--- config.mk ---
export PLATFORM = sky130hd
export DESIGN_NAME = data_sync_arb_flat
export DESIGN_NICKNAME = d
export VERILOG_FILES = /design/src/rtl/data_sync_arb_pkg.sv /design/src/rtl/data_sync_arb_if.sv /design/src/rtl/data_sync_arb_rr_pick.sv /design/src/rtl/data_sync_arb.sv /design/src/flat_wrapper.sv
export SDC_FILE = /design/constraint.sdc
export NUM_CORES = 1
export LEC_CHECK = 0
export CORE_MARGIN = 2
export CORE_UTILIZATION = 40
export DETAILED_ROUTE_END_ITERATION = 12
export MAX_ROUTING_LAYER = met4
export PLACE_DENSITY = 0.84
export SETUP_SLACK_MARGIN = 0.02
export SYNTH_ARGS = -nofsm -noshare
export SYNTH_HDL_FRONTEND = slang
export SYNTH_SLANG_ARGS = --single-unit
--- constraint.sdc ---
create_clock -name clk -period 2.7 [get_ports clk]
set_input_delay 0.54 -clock clk [delete_from_list [all_inputs] [get_ports clk]]
set_output_delay 0.54 -clock clk [all_outputs]
set_load 0.01 [all_outputs]
--- src/rtl/data_sync_arb_pkg.sv ---
`default_nettype none
// ============================================================================
// data_sync_pkg : shared types and default constants for data_sync_arb
// Rev 1.0
// ============================================================================
package data_sync_pkg;

    localparam int DEF_BUS_WIDTH   = 8;
    localparam int DEF_NUM_REQ     = 4;
    localparam int DEF_HOLD_CYCLES = 4;
    localparam int DEF_GAP_CYCLES  = 2;

    typedef enum logic [1:0] {
        IDLE = 2'd0,
        HOLD = 2'd1,
        GAP  = 2'd2
    } state_t;

    function automatic int max_int(input int a, input int b);
        return (a > b) ? a : b;
    endfunction

endpackage
`default_nettype wire

--- src/rtl/data_sync_arb_if.sv ---
`default_nettype none
// ============================================================================
// data_sync_arb_if : requester/arbiter bus bundle toward DATA_SYNC
// Rev 1.0
// ============================================================================
interface data_sync_arb_if
    import data_sync_pkg::*;
#(
    parameter int BUS_WIDTH = DEF_BUS_WIDTH,
    parameter int NUM_REQ   = DEF_NUM_REQ
) ();

    logic [NUM_REQ-1:0]           req;
    logic [NUM_REQ*BUS_WIDTH-1:0] req_data;
    logic [NUM_REQ-1:0]           grant;
    logic [NUM_REQ-1:0]           done;
    logic [BUS_WIDTH-1:0]         Unsync_bus;
    logic                         bus_enable;
    logic                         busy;

    modport master (
        output req, req_data,
        input  grant, done, Unsync_bus, bus_enable, busy
    );

    modport slave (
        input  req, req_data,
        output grant, done, Unsync_bus, bus_enable, busy
    );

endinterface
`default_nettype wire

--- src/rtl/data_sync_arb_rr_pick.sv ---
`default_nettype none
// ============================================================================
// sync_rr_pick : combinational round-robin select starting after last_grant
// Rev 1.0
// ============================================================================
module sync_rr_pick #(
    parameter int NUM_REQ = 4,
    parameter int IDXW    = 2
) (
    input  wire logic [NUM_REQ-1:0] i_req,
    input  wire logic [IDXW-1:0]    i_last_grant,
    output logic      [NUM_REQ-1:0] o_winner,
    output logic                    o_valid
);

    logic [IDXW-1:0] w_k;

    always_comb begin
        o_winner = '0;
        o_valid  = 1'b0;
        w_k      = '0;
        for (int off = 1; off <= NUM_REQ; off++) begin
            w_k = IDXW'((int'(i_last_grant) + off) % NUM_REQ);
            if (!o_valid && i_req[w_k]) begin
                o_winner[w_k] = 1'b1;
                o_valid       = 1'b1;
            end
        end
    end

endmodule
`default_nettype wire

--- src/rtl/data_sync_arb.sv ---
`default_nettype none
// ============================================================================
// data_sync_arb : round-robin arbiter feeding a held word + enable to DATA_SYNC
// Rev 1.0
// ============================================================================
module data_sync_arb
    import data_sync_pkg::*;
#(
    parameter int BUS_WIDTH   = DEF_BUS_WIDTH,
    parameter int NUM_REQ     = DEF_NUM_REQ,
    parameter int HOLD_CYCLES = DEF_HOLD_CYCLES,
    parameter int GAP_CYCLES  = DEF_GAP_CYCLES
) (
    input  wire logic      clk,
    input  wire logic      rst,
    data_sync_arb_if.slave bus
);

    localparam int IDXW = (NUM_REQ > 1) ? $clog2(NUM_REQ) : 1;
    localparam int CNTW = $clog2(max_int(HOLD_CYCLES, GAP_CYCLES)) + 1;

    localparam logic [CNTW-1:0] C_HOLD_LOAD = CNTW'(HOLD_CYCLES - 1);
    localparam logic [CNTW-1:0] C_GAP_LOAD  = CNTW'(GAP_CYCLES - 1);
    localparam logic [CNTW-1:0] C_CNT_ONE   = CNTW'(1);
    localparam logic [IDXW-1:0] C_LAST_RST  = IDXW'(NUM_REQ - 1);

    state_t               r_state, w_state_nxt;
    logic [CNTW-1:0]      r_cnt, w_cnt_nxt;
    logic [IDXW-1:0]      r_last, w_last_nxt, w_win_idx;
    logic [NUM_REQ-1:0]   r_grant, w_grant_nxt;
    logic [NUM_REQ-1:0]   r_done, w_done_nxt;
    logic [NUM_REQ-1:0]   w_win;
    logic [BUS_WIDTH-1:0] r_bus, w_bus_nxt, w_win_data;
    logic                 r_en, w_en_nxt;
    logic                 r_busy, w_busy_nxt;
    logic                 w_valid;

    sync_rr_pick #(
        .NUM_REQ (NUM_REQ),
        .IDXW    (IDXW)
    ) u_pick (
        .i_req        (bus.req),
        .i_last_grant (r_last),
        .o_winner     (w_win),
        .o_valid      (w_valid)
    );

    always_comb begin
        w_win_idx  = '0;
        w_win_data = '0;
        for (int k = 0; k < NUM_REQ; k++) begin
            if (w_win[k]) begin
                w_win_idx  = IDXW'(k);
                w_win_data = bus.req_data[k*BUS_WIDTH +: BUS_WIDTH];
            end
        end
    end

    always_ff @(posedge clk) begin
        if (rst) begin
            r_state <= IDLE;
            r_cnt   <= '0;
        end else begin
            r_state <= w_state_nxt;
            r_cnt   <= w_cnt_nxt;
        end
    end

    // The counter is reloaded on every state entry, so it only ever counts down to zero.
    always_comb begin
        w_state_nxt = r_state;
        w_cnt_nxt   = r_cnt;
        case (r_state)
            IDLE: begin
                if (w_valid) begin
                    w_state_nxt = HOLD;
                    w_cnt_nxt   = C_HOLD_LOAD;
                end
            end
            HOLD: begin
                if (r_cnt == '0) begin
                    w_state_nxt = GAP;
                    w_cnt_nxt   = C_GAP_LOAD;
                end else begin
                    w_cnt_nxt = r_cnt - C_CNT_ONE;
                end
            end
            GAP: begin
                if (r_cnt == '0) begin
                    w_state_nxt = IDLE;
                    w_cnt_nxt   = '0;
                end else begin
                    w_cnt_nxt = r_cnt - C_CNT_ONE;
                end
            end
            default: begin
                w_state_nxt = IDLE;
                w_cnt_nxt   = '0;
            end
        endcase
    end

    // Outputs are precomputed here and registered so every port comes off a flop.
    always_comb begin
        w_grant_nxt = '0;
        w_done_nxt  = '0;
        w_en_nxt    = (w_state_nxt == HOLD);
        w_busy_nxt  = (w_state_nxt != IDLE);
        w_bus_nxt   = r_bus;
        w_last_nxt  = r_last;
        if (r_state == IDLE && w_valid) begin
            w_grant_nxt = w_win;
            w_bus_nxt   = w_win_data;
            w_last_nxt  = w_win_idx;
        end
        if (w_state_nxt == GAP && w_cnt_nxt == '0) begin
            w_done_nxt = NUM_REQ'(1) << r_last;
        end
    end

    always_ff @(posedge clk) begin
        if (rst) begin
            r_grant <= '0;
            r_done  <= '0;
            r_en    <= 1'b0;
            r_busy  <= 1'b0;
            r_bus   <= '0;
            r_last  <= C_LAST_RST;
        end else begin
            r_grant <= w_grant_nxt;
            r_done  <= w_done_nxt;
            r_en    <= w_en_nxt;
            r_busy  <= w_busy_nxt;
            r_bus   <= w_bus_nxt;
            r_last  <= w_last_nxt;
        end
    end

    assign bus.grant      = r_grant;
    assign bus.done       = r_done;
    assign bus.bus_enable = r_en;
    assign bus.busy       = r_busy;
    assign bus.Unsync_bus = r_bus;

endmodule
`default_nettype wire

--- src/flat_wrapper.sv ---
// flat-port wrapper written by rule: the top's interface ports become plain ports
module data_sync_arb_flat import data_sync_pkg::*;
#(
    parameter int BUS_WIDTH   = DEF_BUS_WIDTH,
    parameter int NUM_REQ     = DEF_NUM_REQ,
    parameter int HOLD_CYCLES = DEF_HOLD_CYCLES,
    parameter int GAP_CYCLES  = DEF_GAP_CYCLES
)
  (clk, rst, bus_req, bus_req_data, bus_grant, bus_done, bus_Unsync_bus, bus_bus_enable, bus_busy);
  data_sync_arb_if #(.BUS_WIDTH(BUS_WIDTH), .NUM_REQ(NUM_REQ)) bus_i ();
  input  wire logic clk;
  input  wire logic rst;
  input wire logic [$bits(bus_i.req)-1:0] bus_req;
  input wire logic [$bits(bus_i.req_data)-1:0] bus_req_data;
  output wire logic [$bits(bus_i.grant)-1:0] bus_grant;
  output wire logic [$bits(bus_i.done)-1:0] bus_done;
  output wire logic [$bits(bus_i.Unsync_bus)-1:0] bus_Unsync_bus;
  output wire logic [$bits(bus_i.bus_enable)-1:0] bus_bus_enable;
  output wire logic [$bits(bus_i.busy)-1:0] bus_busy;
  assign bus_i.req = bus_req;
  assign bus_i.req_data = bus_req_data;
  assign bus_grant = bus_i.grant;
  assign bus_done = bus_i.done;
  assign bus_Unsync_bus = bus_i.Unsync_bus;
  assign bus_bus_enable = bus_i.bus_enable;
  assign bus_busy = bus_i.busy;
  data_sync_arb #(.BUS_WIDTH(BUS_WIDTH), .NUM_REQ(NUM_REQ), .HOLD_CYCLES(HOLD_CYCLES), .GAP_CYCLES(GAP_CYCLES)) u_core (.clk(clk), .rst(rst), .bus(bus_i));
endmodule
==> run_results.csv, run 1 <==
group,metric,value,unit
pwr,comb_power_share,0.681,
sta,finalCritPeriodShare,0.981,
global_route,antenna_found_initial,0,
pwr,power_density,925,nW/um^2
layout,fin_nets,301,
placement,globalplace.congestion,0.922,
placement,dp_hpwl,3.26,mm
routing,drt_iter0_drc,89,
setup_path,crit_arrival,2.88,ns
floorplan,die-area,4430,sq um
routing,post-route-drc-count,0,
sta,timing.slew.headroom,0.747,
run_status,status,"completed",
setup_path,cpLargestDelayFamily,"simple AND/OR/NAND/NOR gates",
global_route,grt_max_degree,19,
global_route,grt_pass1_vias,1588,
routing,ant_nets,0,
setup_path,rr_endpoint,"u_core.bus.Unsync_bus[2]",
setup_path,reg2reg_slack,0.05,ns
layout,drive_gt1_frac,0.250,
floorplan,die_y,66.5,um
pwr,power.clock.fraction,0.104,
layout,fillers,308,
global_route,grt_pass1_wl,7.22,mm
synth,synth-edff-count,0,
layout,utilization,0.661,
layout,diodes,0,
cts,cts-root-buf,"clkbuf_8",
routing,vias,1593,
routing,vias_per_cell,5.31,
synth,post-synth-top-area-cell,"dfxtp_1",
synth,synthFlopType,"dfxtp_1",
pwr,internal_power,1.39,mW
pwr,power_frac_seq,0.215,
cts,insertion_delay,0.28,ns
global_route,grt_usage,0.222,
placement,dpl_cell_area,2320,sq um
global_route,grt.busiest_layer,"met2",
pwr,vdd_drop_max,0.489,mV
cts,cts_hold_buf,0,
setup_path,path_class,"reg2reg",
setup_path,critPathLaunchType,"flip-flop",
pwr,p_leak,1.02,nW
sta,worst_slew_pin_slew,0.379,ns
setup_path,rr_worst_depth,10,
setup_path,crit_path_end_kind,"flip-flop",
sta,min_period,2.65,ns
floorplan,rows,22,
cts,path_clk_slew,0.09,ns
sta,rsz0062_at_grt,"yes",
setup_path,critPathCapture,"u_core.bus.Unsync_bus[2]",
synth,syn_area,1560,sq um
synth,avgSynthCellArea,9.20,sq um
floorplan,ios,56,
placement,io_buffer_count,55,
layout,finalInstanceArea,2460,sq um
pwr,p_sw,0.885,mW
sta,max_freq,377,MHz
pwr,netSwitchingFraction,0.389,
min_path,min_path_type,"reg2reg",
global_route,grt_util_met3,0.0473,
synth,synth_top_cell_area_share,0.320,
cts,cts_sinks,25,
setup_path,r2r_start,"u_core.r_last[0]",
cts,cts_tree,"done",
synth,synth_cell_type_count,47,
cts,clk_path_buf_depth,2,
sta,finalHoldViolations,0,
layout,area_growth,57.1,%
layout,multi_input_area,1000,sq um
floorplan,die_w,66.5,um
setup_path,cp_cell_sequence,"inv_2, ha_4, mux4_2, a21oi_4, a21oi_4, or2_4, buf_8, or3b_4, a31oi_1, a221o_1",
setup_path,startpoint,"u_core.r_last[0]",
setup_path,cp_max_fo,10,
synth,ys_warn_count,0,
routing,routed_wl,4.56,mm
sta,skew,0.00393,ns
synth,synthCells,170,
setup_path,critical_path_depth,10,
setup_path,crit_slowest_cell,"mux4_2",
sta,finalSetupViolCount,0,
setup_path,critical_path_buf_inv_count,2,
sta,slew_viol_final,0,
routing,drt-pass1-iter-count,4,
synth,ys_ff_latch,25,
global_route,overflow,0,
routing,post_drt_wl_per_cell,15.2,um
job,max_cap_viol_count,0,
cts,htree_levels,1,
global_route,grtUsageMet2,0.363,
synth,ys_seq_area_frac,0.320,
floorplan,core,3720,sq um
cts,numCtsBuffers,3,
synth,synth_nets,218,
setup_path,max_stage_delay,0.58,ns
synth,yosys-top-cells-area,"dfxtp_1 32%, ha_1 8.0%, o21ai_0 5.4%",
global_route,grt_use_met1,0.266,
synth,synthArstFlopShare,0,
setup_path,cp_common_cell,"a21oi_4",
setup_path,worst_ep_required_time,2.93,ns
layout,ff_latch_area,503,sq um
floorplan,start_util,0.421,
-- synth_stat cells, types with 2 or more instances --
master / n
or2_2: 3
o21ai_1: 2
a221o_1: 8
and3_1: 2
nor2b_1: 5
nor2_1: 20
a21oi_1: 4
o311a_1: 7
mux4_2: 3
and2_1: 3
dfxtp_1: 25
o21ai_0: 17
or3b_1: 2
clkbuf_1: 4
buf_6: 2
nand2_1: 7
a211o_1: 2
inv_1: 11
ha_1: 10
buf_4: 2
nand3b_1: 4
a22oi_1: 2
-- state kept, by name (all words and copies together), names as in the netlist --
name / count
u_core.bus.Unsync_bus: 8
u_core.bus.bus_enable: 1
u_core.bus.busy: 1
u_core.bus.done: 4
u_core.bus.grant: 4
u_core.r_cnt: 3
u_core.r_last: 2
u_core.r_state: 2
-- worst min path at each step --
stage	startpoint	end	slack, ns	cells after the start
6_report	u_core.bus.Unsync_bus[5]	u_core.bus.Unsync_bus[5]	0.50	1
5_1_grt	u_core.bus.Unsync_bus[5]	u_core.bus.Unsync_bus[5]	0.53	1
4_1_cts	u_core.bus.Unsync_bus[5]	u_core.bus.Unsync_bus[5]	0.50	1
3_5_place_dp	u_core.bus.Unsync_bus[6]	u_core.bus.Unsync_bus[6]	0.47	1
3_3_place_gp	u_core.bus.Unsync_bus[1]	u_core.bus.Unsync_bus[1]	0.48	1
2_1_floorplan	u_core.r_last[1]	u_core.bus.done[2]	0.51	2
-- logic make-up (layout without fill, tap and decap cells) --
| logic type | Yosys count | in the layout | synth area share |
|---|---|---|---|
| simple gates | 57 | 57 | 0.208 |
| compound gates | 54 | 54 | 0.280 |
| flops | 25 | 25 | 0.320 |
| buf+inv | 20 | 102 | 0.0632 |
| fa+ha+maj | 10 | 10 | 0.0800 |
| mux | 3 | 3 | 0.0432 |
| xor+xnor | 1 | 1 | 0.00560 |
-- layout make-up --
class                   instances  share of cell area
multi-input cells             125               0.408
repair buffers                 87               0.326
flip-flops and latches         25               0.205
well taps                      48              0.0244
clock buffers                   3              0.0168
inverters                      11              0.0168
clock inverters                 1             0.00305
-- layout by cell type, fill, tap and decap left out, types with 3 or more instances in the layout --
cell,netlist,final
a221o_1,8,8
ha_1,10,9
nor2_1,20,20
clkbuf_8,0,3
clkdlybuf4s50_1,0,51
nor2b_1,5,3
nand3b_1,4,4
o21ai_0,17,16
dlygate4sd2_1,0,3
mux4_2,3,3
dfxtp_1,25,23
nand2_1,7,7
or2_2,3,3
inv_1,11,9
buf_4,2,30
and2_1,3,3
o311a_1,7,7
a21oi_1,4,4
-- through the flow --
stage	TNS [ns]	std cells	setup slack [ns]	power, mW	hold WS [ns]
after floorplan	-0.0433	170	-0.0433	1.32	0.513
after global placement	-2.63	289	-0.314	1.79	0.480
after detailed placement	-3.00	289	-0.351	1.82	0.474
after CTS	0	296	0.00984	2.10	0.501
after global routing	-0.0433	300	-0.0289	2.42	0.526
final	0	300	0.0503	2.27	0.501
-- worst reg2reg max path, delay by kind of cell (launching register included) --
| family | cells | cell delay, ns |
|---|---|---|
| flip-flops | 1 | 0.34 |
| multiplexers | 1 | 0.58 |
| adder cells (fa/ha/maj) | 1 | 0.27 |
| buffers and inverters | 2 | 0.19 |
| AND/OR/NAND/NOR | 2 | 0.62 |
| AO/OA/AOI/OAI | 4 | 0.59 |
-- power groups by stage --
stage	sequential [mW]	combinational (mW)	clock [mW]
after detailed placement	0.494	1.32	0
final	0.489	1.55	0.235
after CTS	0.487	1.37	0.240
after floorplan	0.529	0.795	0
after global routing	0.499	1.67	0.255
after global placement	0.493	1.30	0
-- layer usage --
metal / part of all wire / routed length, um
met5: 0 / 0
met4: 0.025 / 115
met3: 0.046 / 211
met2: 0.49 / 2250
met1: 0.43 / 1980
-- what timing repair did --
action	4_1_cts	5_1_grt
resized for setup	4	13
pin swaps	1	3
setup endpoints to repair	8	10
setup buffers	3	4
Power figures use the tool's default switching activity.
==> run 2, diff against run 1 <==
Settings changed: REMOVE_ABC_BUFFERS set to 1.
==> run_results.csv, run 2 (synthesis results as in run 1) <==
group,metric,value,unit
sta,min_period,2.64,ns
setup_path,worst_ep_required_time,2.88,ns
layout,fin_nets,295,
cts,insertion_delay,0.28,ns
floorplan,die_w,66.5,um
layout,fillers,324,
pwr,power_density,895,nW/um^2
routing,vias_per_cell,5.33,
sta,skew,0.00686,ns
sta,finalSetupViolCount,0,
sta,worst_slew_pin_slew,0.376,ns
sta,setup_tns,0,ns
placement,placed_cells,289,
cts,htree_levels,1,
sta,max_freq,379,MHz
routing,post-route-drc-count,0,
cts,path_clk_slew,0.10,ns
global_route,grtUsageMet2,0.325,
pwr,vdd_drop_max,0.395,mV
sta,timing.slew.headroom,0.747,
global_route,grt.busiest_layer,"met2",
floorplan,rows,22,
layout,final_common_cell,"clkdlybuf4s50_1",
cts,cts_tree,"done",
global_route,grt_pass1_wl,6.72,mm
sta,finalHoldViolations,0,
cts,numCtsBuffers,3,
min_path,min_path_type,"reg2reg",
layout,largest_reg_flops,8,
global_route,grt_pass1_vias,1548,
cts,clk_path_buf_depth,2,
setup_path,crit_arrival,2.82,ns
routing,vias,1567,
global_route,grt_use_met1,0.246,
layout,area_growth,54.5,%
setup_path,critPathLaunchType,"flip-flop",
setup_path,crit_path_end_kind,"flip-flop",
layout,diodes,0,
pwr,p_leak,0.988,nW
sta,rsz0062_at_grt,"yes",
job,max_cap_viol_count,0,
run_status,status,"completed",
sta,postLayoutSetupSlackWorst,0.0582,ns
global_route,grt_usage,0.202,
floorplan,core,3720,sq um
routing,post_drt_wl_per_cell,14.0,um
global_route,overflow,0,
floorplan,die_y,66.5,um
routing,drt-pass1-iter-count,4,
floorplan,ios,56,
floorplan,die-area,4430,sq um
setup_path,path_class,"reg2reg",
global_route,grt_util_met3,0.0338,
sta,finalCritPeriodShare,0.978,
layout,fin_cells,294,
placement,globalplace.congestion,0.839,
placement,pre_cts_ws,-0.359,ns
routing,routed_wl,4.11,mm
layout,drive_gt1_frac,0.220,
floorplan,start_util,0.421,
sta,slew_viol_final,0,
global_route,grt_max_degree,19,
routing,ant_nets,0,
cts,cts-root-buf,"clkbuf_8",
routing,drt_iter0_drc,99,
placement,dp_hpwl,3.07,mm
cts,cts_sinks,25,
placement,io_buffer_count,55,
global_route,antenna_found_initial,0,
layout,final_cell_mix,"51 x clkdlybuf4s50_1, 23 x buf_4, 23 x dfxtp_1",
setup_path,cp_max_fo,8,
cts,cts_hold_buf,0,
[run 2: worst max-delay path, stage by stage, from the launching register on]
cell      delay (ns)
dfxtp_2         0.35
inv_2           0.05
ha_4            0.27
mux4_2          0.58
buf_6           0.17
buf_4           0.14
a221oi_2        0.27
and4b_2         0.34
a221o_1         0.37
[run 2: path summary, 6_finish.rpt]
| check | cells after the start | slack (ns) | start | to |
|---|---|---|---|---|
| setup / recovery | 8 | 0.06 | u_core.r_last[1] | u_core.bus.Unsync_bus[2] |
| hold reg to reg | 1 | 0.50 | u_core.bus.Unsync_bus[3] | u_core.bus.Unsync_bus[3] |
| setup reg to reg | 8 | 0.06 | u_core.r_last[1] | u_core.bus.Unsync_bus[2] |
| hold / removal | 1 | 0.50 | u_core.bus.Unsync_bus[3] | u_core.bus.Unsync_bus[3] |
[run 2: metal layers]
layer,routed length [um],share of wire
met1,1820,0.44
met2,1960,0.48
met3,228,0.055
met4,100,0.024
met5,0,0
[run 2: cell type report]
class | instances | area (sq um) | share of cell area
flip-flops and latches | 25 | 503 | 0.208
inverters | 11 | 41.3 | 0.0171
clock buffers | 3 | 41.3 | 0.0171
repair buffers | 81 | 752 | 0.311
multi-input cells | 125 | 1010 | 0.418
well taps | 48 | 60.1 | 0.0249
clock inverters | 1 | 8.76 | 0.00363
[run 2: power by group]
group	switching (mW)	internal (mW)
combinational	0.665	0.765
clock	0.134	0.109
sequential	0.0418	0.447
total	0.841	1.32
[run 2: per-stage QoR]
| step | instance area (sq um) | hold WS, ns | power, mW | util |
|---|---|---|---|---|
| 2_1_floorplan | 1510 | 0.528 | 1.24 | - |
| 3_3_place_gp | 2300 | 0.477 | 1.78 | 0.620 |
| 3_5_place_dp | 2300 | 0.474 | 1.80 | 0.620 |
| 4_1_cts | 2370 | 0.502 | 2.08 | 0.638 |
| 5_1_grt | 2420 | 0.523 | 2.32 | 0.650 |
| 6_report | 2420 | 0.497 | 2.16 | 0.650 |
[run 2: what timing repair did]
| action | CTS | global route |
|---|---|---|
| setup buffers | 0 | 1 |
| pin swaps | 2 | 4 |
| setup endpoints to repair | 8 | 7 |
| resized for setup | 9 | 9 |
==> run 3, diff against run 2 <==
Settings changed: CORE_UTILIZATION 40 to 56, CTS_CLUSTER_DIAMETER set to 80, DONT_BUFFER_PORTS set to 1, PLACE_DENSITY 0.84 to 0.82, RECOVER_POWER set to 25.
==> run_results.csv, run 3 (synthesis results as in run 1) <==
group,metric,value,unit
global_route,antenna_found_initial,0,
setup_path,cpLargestDelayFamily,"compound AO/OA/AOI/OAI gates",
sta,max_freq,384,MHz
sta,finalHoldViolations,0,
cts,cts-root-buf,"clkbuf_4",
cts,path_clk_slew,0.15,ns
routing,routed_wl,3.75,mm
placement,dp_hpwl,2.73,mm
sta,timing.slew.headroom,0.611,
setup_path,critical_path_buf_inv_count,2,
global_route,grt_pass1_wl,5.98,mm
sta,slew_viol_final,0,
routing,drt_iter0_drc,83,
pwr,vdd_drop_max,0.879,mV
cts,cts_sinks,25,
global_route,grt_usage,0.243,
layout,drive_gt1_frac,0.261,
layout,utilization,0.655,
layout,ff_latch_area,503,sq um
routing,vias_per_cell,6.30,
floorplan,die_y,56.8,um
routing,post_drt_wl_per_cell,17.5,um
placement,placed_cells,206,
job,max_cap_viol_count,0,
layout,multi_input_area,1020,sq um
setup_path,cp_max_fo,8,
layout,final_cell_mix,"23 x dfxtp_1, 17 x o21ai_0, 17 x buf_4",
cts,numCtsBuffers,3,
sta,postLayoutSetupSlackWorst,0.0943,ns
global_route,grt_max_degree,19,
cts,clk_path_buf_depth,2,
cts,htree_levels,1,
pwr,p_leak,0.731,nW
setup_path,max_stage_delay,0.57,ns
placement,globalplace.congestion,1.07,
routing,ant_nets,0,
global_route,overflow,0,
sta,finalSetupViolCount,0,
layout,fin_nets,233,
setup_path,worst_ep_required_time,2.99,ns
sta,min_period,2.61,ns
layout,largest_reg_flops,8,
setup_path,crit_arrival,2.89,ns
pwr,total_power,1.95,mW
setup_path,cp_cell_sequence,"inv_1, ha_4, mux4_2, a21oi_2, a21oi_4, or2_4, buf_4, o311a_1, nor2_2, a221o_1",
min_path,min_path_type,"in2reg",
sta,skew,0.0186,ns
setup_path,path_class,"reg2reg",
layout,fillers,220,
cts,cts_tree,"done",
layout,final_common_cell,"dfxtp_1",
floorplan,start_util,0.577,
layout,fin_cells,215,
sta,rsz0062_at_grt,"yes",
sta,whs,0.253,ns
floorplan,rows,19,
floorplan,die-area,3230,sq um
sta,finalCritPeriodShare,0.965,
pwr,power_density,1100,nW/um^2
floorplan,core,2710,sq um
layout,diodes,0,
cts,insertion_delay,0.33,ns
routing,vias,1354,
placement,pre_cts_ws,-0.0543,ns
sta,worst_slew_pin_slew,0.583,ns
layout,area_growth,13.4,%
setup_path,critPathLaunchType,"flip-flop",
global_route,grt_pass1_vias,1280,
routing,post-route-drc-count,0,
routing,drt-pass1-iter-count,4,
floorplan,ios,56,
setup_path,crit_slowest_cell,"mux4_2",
floorplan,die_w,56.8,um
run_status,status,"completed",
cts,cts_hold_buf,0,
setup_path,crit_path_end_kind,"flip-flop",
placement,io_buffer_count,0,
-- run 3: final cells by class --
type,count,area share
clock inverter,1,0.00494
multi-input combinational,126,0.575
sequential,25,0.283
inverter,11,0.0233
tap,31,0.0219
timing repair buffer,18,0.0783
clock buffer,3,0.0127
-- run 3: per-stage QoR --
stage	cell area [sq um]	TNS [ns]
after floorplan	1510	-3.19
after global placement	1650	0
after detailed placement	1650	-0.223
after CTS	1730	0
after global routing	1770	0
final	1770	0
-- run 3: worst paths after layout --
kind | start | to | slack [ns] | depth (start not counted)
worst max-delay path | u_core.r_last[1] | u_core.bus.Unsync_bus[5] | 0.09 | 10
worst min-delay path | rst | u_core.r_state[0] | 0.25 | 1
worst max register to register | u_core.r_last[1] | u_core.bus.Unsync_bus[5] | 0.09 | 10
worst min register to register | u_core.bus.Unsync_bus[4] | u_core.bus.Unsync_bus[4] | 0.59 | 1
-- run 3: report_power, final --
| group | switching (mW) | internal [mW] |
|---|---|---|
| Sequential | 0.0725 | 0.448 |
| Combinational | 0.616 | 0.638 |
| Clock | 0.114 | 0.0602 |
-- run 3: what timing repair did --
item	4_1_cts	5_1_grt
cloned	1	0
buffers inserted	1	3
resized for setup	3	10
pin swaps	0	6
setup endpoints to repair	8	8
-- run 3: layer usage --
metal | track usage | wire, um
met4 | 0.0299 | 38
met3 | 0.0622 | 296
met2 | 0.409 | 1860
met5 | - | 0
met1 | 0.305 | 1560
